--- config.mk ---
export PLATFORM = sky130hd
export DESIGN_NAME = fp_norm_seq
export DESIGN_NICKNAME = d
export VERILOG_FILES = /design/src/rtl/fp_norm_seq.sv
export SDC_FILE = /design/constraint.sdc
export NUM_CORES = 1
export LEC_CHECK = 0
export ABC_AREA = 1
export BUFFER_PORTS_ARGS = -buffer_cell sky130_fd_sc_hd__clkbuf_2
export CORE_UTILIZATION = 35
export DETAILED_ROUTE_END_ITERATION = 16
export REMOVE_ABC_BUFFERS = 1
export SYNTH_ARGS = -nofsm -noshare
export SYNTH_HDL_FRONTEND = slang
export SYNTH_SLANG_ARGS = --single-unit
--- constraint.sdc ---
create_clock -name clk -period 1.9 [get_ports clk]
set_input_delay 0.57 -clock clk [delete_from_list [all_inputs] [get_ports clk]]
set_output_delay 0.57 -clock clk [all_outputs]
set_load 0.005 [all_outputs]
--- src/rtl/fp_norm_seq.sv ---
`default_nettype none
// ============================================================================
//  Module   : fp_norm_seq
//  Purpose  : Sequential post-adder normalizer for single-precision add/sub.
//             Takes the 25-bit two's-complement mantissa sum and provisional
//             biased exponent, recovers sign/magnitude, then normalizes one
//             bit position per cycle.
//             The result is presented as sign/exponent/fraction behind a
//             valid/ready handshake.
//  Ports    : clk, rst (sync, active-high)
//             in_valid/in_ready, sum_in[24:0], exp_in[7:0]  - input side
//             out_valid/out_ready, sign_out, exp_out[7:0],
//             frac_out[22:0], zero_out, ovf_out, udf_out    - result side
//  Options  : FP_NORM_ROUND_EN - round-half-to-even on right shifts
//             (default: truncate)
//  Revision : 1.0 - initial release
// ============================================================================
module fp_norm_seq (
    input  logic        clk,
    input  logic        rst,
    input  logic        in_valid,
    output logic        in_ready,
    input  logic [24:0] sum_in,
    input  logic [7:0]  exp_in,
    output logic        out_valid,
    input  logic        out_ready,
    output logic        sign_out,
    output logic [7:0]  exp_out,
    output logic [22:0] frac_out,
    output logic        zero_out,
    output logic        ovf_out,
    output logic        udf_out
);

    localparam logic [1:0] C_ST_IDLE = 2'd0;
    localparam logic [1:0] C_ST_NORM = 2'd1;
    localparam logic [1:0] C_ST_DONE = 2'd2;

    logic [1:0]  r_state_q,  w_state_d;
    logic        r_ready_q,  w_ready_d;
    logic        r_sign_q,   w_sign_d;
    logic [24:0] r_mag_q,    w_mag_d;
    logic [7:0]  r_exp_q,    w_exp_d;
    logic        r_oval_q,   w_oval_d;
    logic        r_osign_q,  w_osign_d;
    logic [7:0]  r_oexp_q,   w_oexp_d;
    logic [22:0] r_ofrac_q,  w_ofrac_d;
    logic        r_ozero_q,  w_ozero_d;
    logic        r_oovf_q,   w_oovf_d;
    logic        r_oudf_q,   w_oudf_d;

    // Magnitude after a one-position right shift.
    logic [24:0] w_mag_rsh;
`ifdef FP_NORM_ROUND_EN
    // Round half to even: bump when dropped bit and new LSB are both set.
    // A carry into bit 24 is picked up by a further right-shift cycle.
    assign w_mag_rsh = {1'b0, r_mag_q[24:1]} + {24'd0, r_mag_q[0] & r_mag_q[1]};
`else
    assign w_mag_rsh = {1'b0, r_mag_q[24:1]};
`endif

    always_comb begin
        w_state_d = r_state_q;
        w_sign_d  = r_sign_q;
        w_mag_d   = r_mag_q;
        w_exp_d   = r_exp_q;
        w_oval_d  = r_oval_q;
        w_osign_d = r_osign_q;
        w_oexp_d  = r_oexp_q;
        w_ofrac_d = r_ofrac_q;
        w_ozero_d = r_ozero_q;
        w_oovf_d  = r_oovf_q;
        w_oudf_d  = r_oudf_q;

        case (r_state_q)
            C_ST_IDLE: begin
                if (in_valid && r_ready_q) begin
                    w_sign_d  = sum_in[24];
                    // -2^24 wraps to itself, leaving bit 24 set for a right shift.
                    w_mag_d   = sum_in[24] ? (~sum_in + 25'd1) : sum_in;
                    w_exp_d   = exp_in;
                    w_state_d = C_ST_NORM;
                end
            end

            C_ST_NORM: begin
                if (r_exp_q == 8'hFF) begin
                    // Special operand: pass the fraction through untouched.
                    w_state_d = C_ST_DONE;
                    w_oval_d  = 1'b1;
                    w_osign_d = r_sign_q;
                    w_oexp_d  = 8'hFF;
                    w_ofrac_d = r_mag_q[22:0];
                    w_ozero_d = 1'b0;
                    w_oovf_d  = 1'b0;
                    w_oudf_d  = 1'b0;
                end else if (r_mag_q == 25'd0) begin
                    w_state_d = C_ST_DONE;
                    w_oval_d  = 1'b1;
                    w_osign_d = 1'b0;
                    w_oexp_d  = 8'd0;
                    w_ofrac_d = 23'd0;
                    w_ozero_d = 1'b1;
                    w_oovf_d  = 1'b0;
                    w_oudf_d  = 1'b0;
                end else if (r_mag_q[24]) begin
                    w_mag_d = w_mag_rsh;
                    w_exp_d = r_exp_q + 8'd1;
                    if (r_exp_q == 8'hFE) begin
                        // Incremented exponent hits 255: infinity.
                        w_state_d = C_ST_DONE;
                        w_oval_d  = 1'b1;
                        w_osign_d = r_sign_q;
                        w_oexp_d  = 8'hFF;
                        w_ofrac_d = 23'd0;
                        w_ozero_d = 1'b0;
                        w_oovf_d  = 1'b1;
                        w_oudf_d  = 1'b0;
                    end
                end else if (r_mag_q[23]) begin
                    w_state_d = C_ST_DONE;
                    w_oval_d  = 1'b1;
                    w_osign_d = r_sign_q;
                    w_oexp_d  = r_exp_q;
                    w_ofrac_d = r_mag_q[22:0];
                    w_ozero_d = 1'b0;
                    w_oovf_d  = 1'b0;
                    w_oudf_d  = 1'b0;
                end else if (r_exp_q <= 8'd1) begin
                    // No exponent range left to shift into: denormal.
                    w_state_d = C_ST_DONE;
                    w_oval_d  = 1'b1;
                    w_osign_d = r_sign_q;
                    w_oexp_d  = 8'd0;
                    w_ofrac_d = r_mag_q[22:0];
                    w_ozero_d = 1'b0;
                    w_oovf_d  = 1'b0;
                    w_oudf_d  = 1'b1;
                end else begin
                    w_mag_d = {r_mag_q[23:0], 1'b0};
                    w_exp_d = r_exp_q - 8'd1;
                end
            end

            C_ST_DONE: begin
                if (out_ready) begin
                    w_oval_d  = 1'b0;
                    w_state_d = C_ST_IDLE;
                end
            end

            default: begin
                w_state_d = C_ST_IDLE;
            end
        endcase

        // Registered decode of the next state keeps in_ready low during reset.
        w_ready_d = (w_state_d == C_ST_IDLE);
    end

    always_ff @(posedge clk) begin
        if (rst) begin
            r_state_q <= C_ST_IDLE;
            r_ready_q <= 1'b0;
            r_sign_q  <= 1'b0;
            r_mag_q   <= 25'd0;
            r_exp_q   <= 8'd0;
            r_oval_q  <= 1'b0;
            r_osign_q <= 1'b0;
            r_oexp_q  <= 8'd0;
            r_ofrac_q <= 23'd0;
            r_ozero_q <= 1'b0;
            r_oovf_q  <= 1'b0;
            r_oudf_q  <= 1'b0;
        end else begin
            r_state_q <= w_state_d;
            r_ready_q <= w_ready_d;
            r_sign_q  <= w_sign_d;
            r_mag_q   <= w_mag_d;
            r_exp_q   <= w_exp_d;
            r_oval_q  <= w_oval_d;
            r_osign_q <= w_osign_d;
            r_oexp_q  <= w_oexp_d;
            r_ofrac_q <= w_ofrac_d;
            r_ozero_q <= w_ozero_d;
            r_oovf_q  <= w_oovf_d;
            r_oudf_q  <= w_oudf_d;
        end
    end

    assign in_ready  = r_ready_q;
    assign out_valid = r_oval_q;
    assign sign_out  = r_osign_q;
    assign exp_out   = r_oexp_q;
    assign frac_out  = r_ofrac_q;
    assign zero_out  = r_ozero_q;
    assign ovf_out   = r_oovf_q;
    assign udf_out   = r_oudf_q;

endmodule
`default_nettype wire

==> impl_metrics.ini <==
[grt]
grt_use_total_pct = 20.4
grt_pass1_wl_um = 23500
antenna_found_initial = 0
grt_pass1_vias = 4730
grt.overflow.total = 0
grt_max_degree = 46

[worst_hold_path]
holdCritStartpoint = r_sign_q
min_path_type = flop to flop

[setup_path]
critical_path.slowest_cell = dfxtp_1
crit_buf_inv = 2
crit_required_ns = 2.13
end_kind = flop
cp-start-kind = flop
critPathMaxStageDelay_ns = 0.33
cp_top_family = simple AND/OR/NAND/NOR gates
cp.arrival_ns = 2.04
critPathKind = flop to flop
crit_top_cell = nand2_4
r2r-start = r_exp_q[1]
crit_fanout = 21
crit_start = r_exp_q[1]
path_cells = inv_1, ha_1, nor2_2, nor2_2, nand2_4, nand2_4, nand2_1, nand3_2, nand2_4, buf_12, o21ai_0, nor2_1

[final_layout]
diodes = 0
fillerInstances = 1476
fin_nets = 954
syn2layout_area_growth_pct = 24.7
drive_gt1_share_pct = 18.1
final_area_um2 = 6010

[drt]
wl_per_cell_um = 12.7
first_iter_violations = 430
dr.pass1.iters = 4
wl_um = 13900
num_vias = 5233
drc_errors = 0
viasPerCell = 4.79
ant_nets = 0

[cts]
h-tree-depth = 3
cts_hold_buffers = 0
clock_path_buffers = 2
path_clk_slew_ns = 0.06
clk_latency_ns = 0.34
cts-buffers-inserted = 9
cts-root-buf = clkbuf_16
cts.sinks = 73
tritoncts = done

[die]
die_h_um = 119
core_um2 = 13300
fp-row-count = 42
num_io_pins = 74
die_x_um = 119
die-area_um2 = 14200
initial_core_util_pct = 36.1

[sta]
finalHoldViolations = 0
period_minus_slack_ns = 1.81
skew_ns = 0.00810
drv_slew = 0
rsz0062_at_grt = no
fin_crit_sh_pct = 95.4
fmax_ghz = 0.552
worst_pin_slew_ns = 0.466
setup_viol = 0
relSlewSlack_pct = 68.6

[power_and_ir_drop]
swShare_pct = 40.5
internal_power_mw = 4.67
clkPwrFrac_pct = 25.2
irDropWorstVdd_v = 0.000616
seq_power_share_pct = 27.9
combPwrFrac_pct = 46.9
p_leak_nw = 3.00
power_density_nw_per_um2 = 1310
power_mw = 7.86
power_switching_mw = 3.18

[synthesis]
synthArstFlopShare_pct = 0
synth-adder-area-share_pct = 1.30
synth_top_cell_by_area = dfxtp_1
synthSimpleGateAreaFrac_pct = 41.6
synth-xor-area-share_pct = 1.27
synth_seq_cells = 73
synth.distinct_cells = 39
yosysMostFrequentCell = nand2_1
synth.cell_area_um2 = 4820
synth_top_area_share_pct = 30.3
syn_area_per_cell_um2 = 5.91
dominantRegCellSynth = dfxtp_1
syn_inst = 816
synth_edf_count = 0
synth-compound-area-share_pct = 14.8
ys_seq_area_share_pct = 30.3
synth_warnings = 0
synth_area_leaders = dfxtp_1 (30%), nand2_1 (18%), nor2_1 (13%), a21oi_1 (6.2%), nand3_1 (5.5%)
synth_common_cells = nand2_1 (228), nor2_1 (167), dfxtp_1 (73)
synth_top_family_by_area = simple AND/OR/NAND/NOR gates
synth.area.mux_share_pct = 0

[placement]
globalplace.congestion = 0.836
dp_hpwl_um = 10200
portBuffers = 73
post_dp_cell_area_um2 = 5640

[job]
cap_viol_max_count = 0

[status]
outcome = completed
-- worst register-to-register path, cell delays in order (launching register included) --
cell	delay [ns]
dfxtp_1	0.33
inv_1	0.10
ha_1	0.20
nor2_2	0.05
nor2_2	0.14
nand2_4	0.08
nand2_4	0.06
nand2_1	0.07
nand3_2	0.11
nand2_4	0.10
buf_12	0.17
o21ai_0	0.22
nor2_1	0.06
-- path summary, 6_finish.rpt --
check             endpoint  slack [ns]  cells after the start
setup / recovery   ovf_out        0.09                     12
hold / removal    r_sign_q        0.44                      2
setup reg to reg   ovf_out        0.09                     12
hold reg to reg   r_sign_q        0.44                      2
-- metrics by stage --
stage	util [%]	hold slack, ns	TNS (ns)	std cells	setup WS, ns
after global placement	42.2	0.432	-0.241	1075	-0.0804
after detailed placement	42.2	0.434	-0.444	1075	-0.141
after CTS	44.8	0.444	0	1091	0.0115
after floorplan	-	0.422	-54.39	775	-0.841
after global routing	45.0	0.476	0	1093	0.000543
final	45.0	0.441	0	1093	0.0881
-- layer usage --
| metal | vias up | part of all wire, % | track usage [%] |
|---|---|---|---|
| met5 | - | 0 | 0 |
| met4 | 0 | 0.98 | 4.77 |
| met3 | 10 | 5.0 | 3.45 |
| met2 | 137 | 41 | 30.6 |
| met1 | 2303 | 53 | 30.0 |
| li1 | 2783 | - | - |
-- registers in the layout, summed over array words and instances, names as in the netlist --
register / flops
exp_out: 8
frac_out: 23
in_ready: 1
out_valid: 1
ovf_out: 1
r_exp_q: 8
r_mag_q: 25
r_sign_q: 1
r_state_q: 2
sign_out: 1
udf_out: 1
zero_out: 1
-- power by group through the flow --
stage,registers [mW],logic (mW),clock network (mW)
after floorplan,2.23,2.21,0
final,2.19,3.69,1.98
after global placement,2.22,3.63,0
after CTS,2.19,3.65,2.00
after global routing,2.25,4.18,2.07
after detailed placement,2.22,3.63,0
-- logic make-up (layout without fill, tap and decap cells) --
logic type,count (synthesis),count (layout)
adders and majority gates,5,5
AOI/OAI and AO/OA,131,131
DFF,73,73
buffers and inverters,120,221
and+or+nand+nor,480,480
xor gates and xnor gates,7,7
-- cell usage in the layout (no fill, tap or decap), drive strengths merged, types with 8 or more instances in the layout --
cell type	n
dfxtp	73
o21ai	48
nand2	232
nand4	12
nor2	172
o22ai	9
buf	53
nand3	57
o211ai	8
a21oi	60
clkbuf	84
inv	76
-- final cells by class --
class	instances	area (um^2)	area share, %
multi-input combinational	623	2850	47.4
sequential	73	1460	24.3
timing repair buffer	126	830	13.8
inverter	79	303	5.04
clock buffer	11	243	4.04
tap	176	220	3.67
clock inverter	5	103	1.71
-- what timing repair did --
item	CTS	global route
endpoints found under the setup margin	0	65
setup buffers	0	2
gates resized for setup	0	9
No activity file was read; power rests on OpenSTA's default activity.
